$ cat src/rtl/fft_spectrum_buf.sv
// fft_spectrum_buf
//   Captures the bin stream from fft_top and scales every bin to an 8-bit
//   display magnitude. Bins 0..KEEP-1 go into a ping-pong buffer, and the
//   peak bin of each frame is tracked while the frame arrives. A completed
//   frame is published to a readout client by swapping banks. The swap waits
//   while disp_lock is high, so the client never sees a torn frame.
// Ports
//   clk_50m, rst                       clock, async active-high reset
//   data_sop/eop/valid, data_modulus   bin stream from fft_top
//   disp_lock                          client is scanning; defer the bank swap
//   rd_addr -> rd_data                 display bank read, 1-cycle latency
//   frame_valid                        a frame has been published since reset
//   frame_done / frame_err             publish / malformed-frame pulses
//   peak_bin, peak_val                 peak of the published frame
//   drop_cnt                           frames lost while a publish was pending
//
// state | meaning
// IDLE  | waiting for sop
// CAPT  | storing bins, tracking running max
// PEND  | frame complete, waiting for disp_lock low to swap banks
module fft_spectrum_buf #(
  parameter int FFT_POINT = 256,
  parameter int KEEP      = 128,
  parameter int SHIFT     = 8,
  parameter int SKIP_DC   = 1
) (
  input  logic        clk_50m,
  input  logic        rst,
  input  logic        data_sop,
  input  logic        data_eop,
  input  logic        data_valid,
  input  logic [31:0] data_modulus,
  input  logic        disp_lock,
  input  logic [6:0]  rd_addr,
  output logic [7:0]  rd_data,
  output logic        frame_valid,
  output logic        frame_done,
  output logic        frame_err,
  output logic [6:0]  peak_bin,
  output logic [31:0] peak_val,
  output logic [7:0]  drop_cnt
);

  localparam int IW = $clog2(FFT_POINT);
  localparam int AW = $clog2(KEEP);
  localparam logic [IW-1:0] LAST_IDX = IW'(FFT_POINT - 1);
  localparam logic [IW:0]   KEEP_W   = (IW+1)'(KEEP);

  typedef enum logic [1:0] {IDLE, CAPT, PEND} state_t;

  state_t         state_q, state_d;
  logic [IW-1:0]  idx_q, idx_d;
  logic           wr_bank_q, wr_bank_d;
  logic [31:0]    max_val_q, max_val_d;
  logic [AW-1:0]  max_bin_q, max_bin_d;
  logic [6:0]     peak_bin_q, peak_bin_d;
  logic [31:0]    peak_val_q, peak_val_d;
  logic           frame_valid_q, frame_valid_d;
  logic           frame_done_q, frame_done_d;
  logic           frame_err_q, frame_err_d;
  logic [7:0]     drop_cnt_q, drop_cnt_d;
  logic [7:0]     rd_data_q, rd_data_d;

  logic [7:0]     mem [2][KEEP];

  logic [31:0]    scaled;
  logic [7:0]     mag;
  logic           take_bin, start, in_keep, we;
  logic [IW-1:0]  cur_bin;
  logic [31:0]    base_val;
  logic [AW-1:0]  base_bin;
  logic           rd_bank;

  assign scaled  = data_modulus >> SHIFT;
  assign mag     = (scaled > 32'd255) ? 8'hFF : scaled[7:0];
  assign rd_bank = ~wr_bank_q;

  always_comb begin
    state_d       = state_q;
    idx_d         = idx_q;
    wr_bank_d     = wr_bank_q;
    peak_bin_d    = peak_bin_q;
    peak_val_d    = peak_val_q;
    frame_valid_d = frame_valid_q;
    frame_done_d  = 1'b0;
    frame_err_d   = 1'b0;
    drop_cnt_d    = drop_cnt_q;
    take_bin      = 1'b0;
    start         = 1'b0;
    cur_bin       = idx_q;

    case (state_q)
      IDLE: begin
        if (data_valid && data_sop) begin
          take_bin = 1'b1;
          start    = 1'b1;
          cur_bin  = '0;
          idx_d    = IW'(1);
          state_d  = CAPT;
        end
      end
      CAPT: begin
        if (data_valid) begin
          if (data_sop) begin
            // a new sop mid-frame restarts capture with this beat as bin 0
            frame_err_d = 1'b1;
            take_bin    = 1'b1;
            start       = 1'b1;
            cur_bin     = '0;
            idx_d       = IW'(1);
          end else if (data_eop) begin
            take_bin = 1'b1;
            if (idx_q == LAST_IDX) begin
              state_d = PEND;
            end else begin
              frame_err_d = 1'b1;
              state_d     = IDLE;
            end
          end else if (idx_q == LAST_IDX) begin
            // last bin of the frame arrived without eop
            frame_err_d = 1'b1;
            state_d     = IDLE;
          end else begin
            take_bin = 1'b1;
            idx_d    = idx_q + 1'b1;
          end
        end
      end
      PEND: begin
        if (data_valid && data_sop && (drop_cnt_q != 8'hFF)) begin
          drop_cnt_d = drop_cnt_q + 8'd1;
        end
        if (!disp_lock) begin
          wr_bank_d     = ~wr_bank_q;
          peak_bin_d    = 7'(max_bin_q);
          peak_val_d    = max_val_q;
          frame_valid_d = 1'b1;
          frame_done_d  = 1'b1;
          state_d       = IDLE;
        end
      end
      default: state_d = IDLE;
    endcase

    in_keep  = ({1'b0, cur_bin} < KEEP_W);
    we       = take_bin && in_keep;
    base_val = start ? 32'd0 : max_val_q;
    base_bin = start ? '0 : max_bin_q;
    max_val_d = base_val;
    max_bin_d = base_bin;
    // strictly greater: ties keep the lower bin
    if (we && ((cur_bin != '0) || (SKIP_DC == 0)) && (data_modulus > base_val)) begin
      max_val_d = data_modulus;
      max_bin_d = cur_bin[AW-1:0];
    end

    rd_data_d = frame_valid_q ? mem[rd_bank][rd_addr] : 8'h00;
  end

  always_ff @(posedge clk_50m or posedge rst) begin
    if (rst) begin
      state_q       <= IDLE;
      idx_q         <= '0;
      wr_bank_q     <= 1'b0;
      max_val_q     <= '0;
      max_bin_q     <= '0;
      peak_bin_q    <= '0;
      peak_val_q    <= '0;
      frame_valid_q <= 1'b0;
      frame_done_q  <= 1'b0;
      frame_err_q   <= 1'b0;
      drop_cnt_q    <= '0;
      rd_data_q     <= '0;
    end else begin
      state_q       <= state_d;
      idx_q         <= idx_d;
      wr_bank_q     <= wr_bank_d;
      max_val_q     <= max_val_d;
      max_bin_q     <= max_bin_d;
      peak_bin_q    <= peak_bin_d;
      peak_val_q    <= peak_val_d;
      frame_valid_q <= frame_valid_d;
      frame_done_q  <= frame_done_d;
      frame_err_q   <= frame_err_d;
      drop_cnt_q    <= drop_cnt_d;
      rd_data_q     <= rd_data_d;
    end
  end

  // buffer contents need no reset: rd_data is masked until a frame is published
  always_ff @(posedge clk_50m) begin
    if (we) begin
      mem[wr_bank_q][cur_bin[AW-1:0]] <= mag;
    end
  end

  assign rd_data     = rd_data_q;
  assign frame_valid = frame_valid_q;
  assign frame_done  = frame_done_q;
  assign frame_err   = frame_err_q;
  assign peak_bin    = peak_bin_q;
  assign peak_val    = peak_val_q;
  assign drop_cnt    = drop_cnt_q;

endmodule
$ cat config.mk
export PLATFORM = sky130hd
export DESIGN_NAME = fft_spectrum_buf
export DESIGN_NICKNAME = d
export VERILOG_FILES = /design/src/rtl/fft_spectrum_buf.sv
export SDC_FILE = /design/constraint.sdc
export NUM_CORES = 2
export LEC_CHECK = 0
export BUFFER_PORTS_ARGS = -buffer_cell sky130_fd_sc_hd__buf_2
export CORE_ASPECT_RATIO = 1.2
export CORE_MARGIN = 2
export CORE_UTILIZATION = 63
export CTS_CLUSTER_DIAMETER = 200
export CTS_CLUSTER_SIZE = 16
export DETAILED_ROUTE_END_ITERATION = 7
export PLACE_DENSITY_LB_ADDON = 0.05
export SETUP_SLACK_MARGIN = 0.05
export SLEW_MARGIN = 25
export SYNTH_ARGS = -nofsm -noshare
export SYNTH_HDL_FRONTEND = slang
export SYNTH_SLANG_ARGS = --single-unit
$ cat constraint.sdc
create_clock -name clk_50m -period 5.01 [get_ports clk_50m]
set_input_delay 0.2505 -clock clk_50m [delete_from_list [all_inputs] [get_ports clk_50m]]
set_output_delay 0.2505 -clock clk_50m [all_outputs]
set_load 0.02 [all_outputs]
---- Word-level counts from Yosys, hierarchy flattened ----
Memory sizes are Yosys's and may differ from the RTL's.
Index checks and enable logic that the tools add are counted.
operators by class
  bitwise gates (word level) .............. 4
  shift-type cells ........................ 0
  mux-type cells .......................... 47
  $mul .................................... 0
  eq/ne operators ......................... 11
  add/subtract/negate cells ............... 2
  div/mod/pow operators ................... 0
  reduce and logical (&&, ||, !) cells .... 14
  $lt $le $gt $ge ......................... 6
operator list
  operator               count
  $mux W1024             1
  $mux W8                13
  $mux W32               2
  $bmux W8 S7            1
  $demux W8 S7           1
  $gt A32 B32 Y1         1
  $pmux W8 S2            2
  $gt A24 B8 Y1 const B  1
  $add A8 B1 Y8 const B  2
  $ge A8 B8 Y1 const B   2
  $not A7 Y8             2
  $mux W1                15
  $mux W2                7
  $mux W7                2
  $reduce_and A5 Y1      2
  $ne A3 B3 Y1 const B   3
  $eq A8 B8 Y1 const B   1
  $lt A8 B1 Y1 const B   1
  $lt A8 B8 Y1 const B   1
  $ne A2 B2 Y1 const B   4
  $ne A8 B8 Y1 const B   1
  $reduce_bool A8 Y1     1
  $logic_and A1 B1 Y1    6
  $pmux W2 S3            1
  7 further kinds        11
storage, ports and cells
  bits in writable memories ............... 2,048
  output and inout bits ................... 58
  register bits ........................... 108
  bits in latches ......................... 0
  word-level logic and storage cells ...... 97
  bits in read-only memories .............. 0
  memories kept ........................... 1
memories
  name  depth  width  read ports  clocked after memory_dff  write ports  RTL line  RTL
  mem   2      1,024  1           0                         1            64        logic [7:0] mem [2][KEEP];

---- Longest topological paths before layout ----
  word-level depth ........................ 10
  gate-level depth with buffers ........... 15
  mapped depth without buffers ............ 11

---- Worst setup path after synthesis ----
OpenSTA, ideal clock, no wires.
  path kind ............................... input -> register
  start ................................... input port data_modulus[29]
  end ..................................... memory mem[0][0] (netlist bit) (data pin)
  path slack .............................. 0.178 ns
  path buffers ............................ 0
  library setup time ...................... 0.904 ns
  arrival time ............................ 3.928 ns
  stages on the path ...................... 3
  cell sequence ........................... nor4_1 > nand4_1 > nand2b_1
on the way
  word-level cells in the longest chain between the ends .. 2
ends and longest elaborated chain
  element        RTL line  RTL
  from (decl)    32        input logic [31:0] data_modulus,
  $gt A24 B8 Y1  75        assign mag = (scaled > 32'd255) ? 8'hFF : scaled[7:0];
  $mux W8        75
  via mag[0]     67        logic [7:0] mag;
  to (decl)      64
The timed path passes the listed nets, and every way through them passes these cells.

---- Worst setup path in the final report ----
  start ................................... register idx_q[0]
  end ..................................... memory mem[1][132] (netlist bit), enable pin
on the way
  word-level cells in the longest chain between the ends .. 9
ends and longest elaborated chain
  element                                                                   RTL line  RTL
  from (decl)                                                               52        logic [IW-1:0] idx_q, idx_d;
  from (signal assigned)                                                    176       idx_q <= idx_d;
  $mux W8 or $eq A8 B8 Y1 (tied branches)                                   104, 119
  $mux W8 or $mux W1 (tied branches)                                        103, 119
  $pmux W8 S2 or $mux W1 (tied branches)                                    92, 111
  $not A7 Y8 (implied by the code) or $mux W1 (tied branches)               193, 104
  $ge A8 B8 Y1 (implied by the code), or another cell as far along          193       mem[wr_bank_q][cur_bin[AW-1:0]] <= mag;
  $logic_and A1 B1 Y1 (implied by the code) or $pmux W1 S2 (tied branches)  193, 92
  $mux W8 (implied by the code) or $logic_and A1 B1 Y1 (tied branches)      193, 146
  $demux W8 S7 or $mux W1 (tied branches)                                   193, 192
  $mux W1024 (implied by the code) *                                        193
Every way passes the cells marked *; elsewhere a longest branch is shown, timed or not.

==> run summary <==
Depth of the worst register-to-register path = 10
Top_reg_cell synth = edfxtp_1
Hold_ws = 0.05638 ns
Vias per inst = 6.806
Vias in the first global route = 41,450
CP endpoint kind = flip-flop
WL/cell = 33.44 um
Core area = 0.1315 mm^2
Power per standard cell area = 352.4 mW/mm^2
Storage element area = 0.06421 mm^2
Die area = 0.1349 mm^2
RSZ-0062 raised after global routing = false
DR pass1 iterations = 5
1st-iter DRT viols = 4,826
R2r setup slk = 0.74 ns
GPL Wtd Cong = 0.8615
Number of CTS-inserted buffers = 152
Final Max Tran Viols = 0
Gr usage total = 30.66%
Relative slew slack = 24.54%
Crit path DAT = 4.69 ns
Fin Clk Skew = 0.01929 ns
RR Endpoint = mem[1][132]
Footprint of the multi-input gates = 0.01784 mm^2
Largest net degree at the start of global routing = 204
First-pass GRT wire length = 292.3 mm
Critical Path Sink = mem[1][132]
Net Count, Synth = 4,101
Drt total wl = 201.0 mm
Distinct cells, synth = 52
Final nets = 4,347
R2r startpoint = idx_q[0]
Synthesized flop and latch total = 2,156
Placed Cells = 5,772
Post-synthesis instance total = 4,019
Most frequent cells in the layout = edfxtp_1 (2,048), mux4_2 (504), nor2_1 (311), o22ai_1 (168), clkbuf_16 (159)
Layout cells sized above 1 = 23.42%
Lkg Pwr = 0.03480 uW
Ports = 103
Max VDD drop = 0.3772 mV
Final HPWL DP = 126.5 mm
Post-synth EDFFs = 2,048
Synth Cell Area = 0.08316 mm^2
Final worst-path cycle share = 85.13%
Worst path required time = 5.43 ns
Minimum clock period = 4.265 ns
Area Overhead vs Synth = 9.465%
Setup TNS = 0 ns
CP max FO = 13
Die Height = 402 um
Clock buffer depth = 3
Async set-reset flop share out of synthesis = 5.009%
CP Class = flip-flop to flip-flop
H-Tree Level Count = 4
Initial antenna violation count = 2
Clock transition at path regs = 0.08 ns
Sequential fraction of the synthesis area = 77.20%
Routed vias = 40,920
Fill count = 8,179
CTS tree = done
Measured slew at the worst slew-check pin = 1.122 ns
Number of max-cap violations = 0
Rows = 146
Warnings from Yosys = 0
IO buf count = 102
Post-Layout Cell Count = 6,012
Synthesized area per cell = 20.69 um^2
Critical Path Source = idx_q[0]
Final setup violation count = 0
Die width = 335.7 um
Status = finished clean
Clock Sinks = 2,156
Grt total ovfl = 0
Final Instance Area = 0.09103 mm^2
Max Freq = 0.2345 GHz
Clk_lat worst skew = 0.80 ns
CTS resizes = 0
Antenna Violating Nets Remaining = 0
Placed cell area = 0.08645 mm^2
Leading cell type in the layout, fill and taps excluded = edfxtp_1
Worst Setup Start Kind = flip-flop
Final hold violations = 0
Clock root cell = clkbuf_16
Postcts setup bufs = 0
HP Class = primary input to flip-flop
Initial Util = 63.23%
DRC Markers = 0
==> sequential cells by signal, summed over array words and instances (netlist names), 2 cells and up <==
register	flops
mem	2048
peak_val	32
max_val_q	32
max_bin_q	7
idx_q	8
state_q	2
peak_bin	7
drop_cnt	8
rd_data	8
==> per-stage QoR <==
stage	total power, uW	utilization, %	setup WS (ns)
2_1_floorplan	20610	-	0.1777
3_3_place_gp	21030	65.68	0.5546
3_5_place_dp	21030	65.73	0.4161
4_1_cts	32200	69.19	0.7622
5_1_grt	32890	69.21	0.4007
6_report	32080	69.21	0.7449
==> layout make-up <==
| type | count | share of cell area [%] |
|---|---|---|
| clock buffers | 195 | 4.519 |
| well taps | 1702 | 2.339 |
| multi-input cells | 1596 | 19.60 |
| repair buffers | 313 | 2.771 |
| diodes | 2 | 0.005498 |
| flip-flops and latches | 2156 | 70.53 |
| clock inverters | 2 | 0.04261 |
| inverters | 46 | 0.1924 |
==> cells in the mapped netlist (all sizes together), types with 9 or more instances <==
library cell  instances  share of area [%]
nand3                37               0.22
ha                   37               0.56
mux2                 41               0.56
nand4                 9              0.068
dfrtp               108                3.2
a21oi                49               0.29
nor2                314                1.4
a22oi                40               0.36
buf                 106               0.79
mux4                504                 14
clkbuf              115               0.52
nor4                 37               0.28
o22ai               168                1.3
nor3                 39               0.23
inv                  46               0.21
nand2               121               0.55
nand2b               11              0.083
edfxtp             2048                 74
o21ai                49               0.29
mux2i                62               0.75
==> timing repair <==
action	4_1_cts	5_1_grt
endpoints found under the setup margin	0	0
endpoints found under the hold margin	120	0
hold buffers	40	0
==> report_power, final <==
part / switching, uW / internal, uW
Clock: 5660 / 5750
Combinational: 676 / 360
Sequential: 95.2 / 19500
Total: 6430 / 25600
==> per-layer routing <==
layer  vias to the layer above  global-route usage (%)  routed length (um)  share of wire, %
met1                     21780                   43.10               77090                38
met5                         -                       0                  13            0.0065
met3                       318                   4.910               15730               7.8
li1                      16960                       -                   -                 -
met4                         2                   12.45                8662               4.3
met2                      1856                   49.11               99550                50
==> logic make-up (layout without fill, tap and decap cells) <==
kind of cell	count (synthesis)	count (layout)	share of synthesized area, %
multiplexers	607	607	14.95
AO/OA/AOI/OAI	333	333	2.484
AND/OR/NAND/NOR	609	609	3.190
XOR/XNOR	10	10	0.1053
adder cells (fa/ha/maj)	37	37	0.5567
flip-flops	2156	2156	77.20
other	0	2	0
buffers and inverters	267	556	1.514
==> critical path, cell delays in order, from the launching register on <==
cell	delay, ns
dfrtp_1	0.45
ha_1	0.24
nand3_1	0.18
nor3_1	0.14
ha_1	0.20
nor3b_1	0.26
nand3_1	0.22
nor3_1	0.41
nand3_2	0.70
buf_4	0.43
nor2_1	0.64
==> how the worst min path moves through the flow <==
stage	startpoint	endpoint	slack, ns	cells after the start
global route	data_eop	state_q[0]	0.08	5
finish	data_eop	state_q[0]	0.06	5
CTS	data_eop	state_q[0]	0.005	5
detailed placement	rst	wr_bank_q	0.44	2
floorplan	data_modulus[16]	max_val_q[16]	0.38	2
global placement	rst	wr_bank_q	0.43	2
Power figures use the tool's default switching activity.
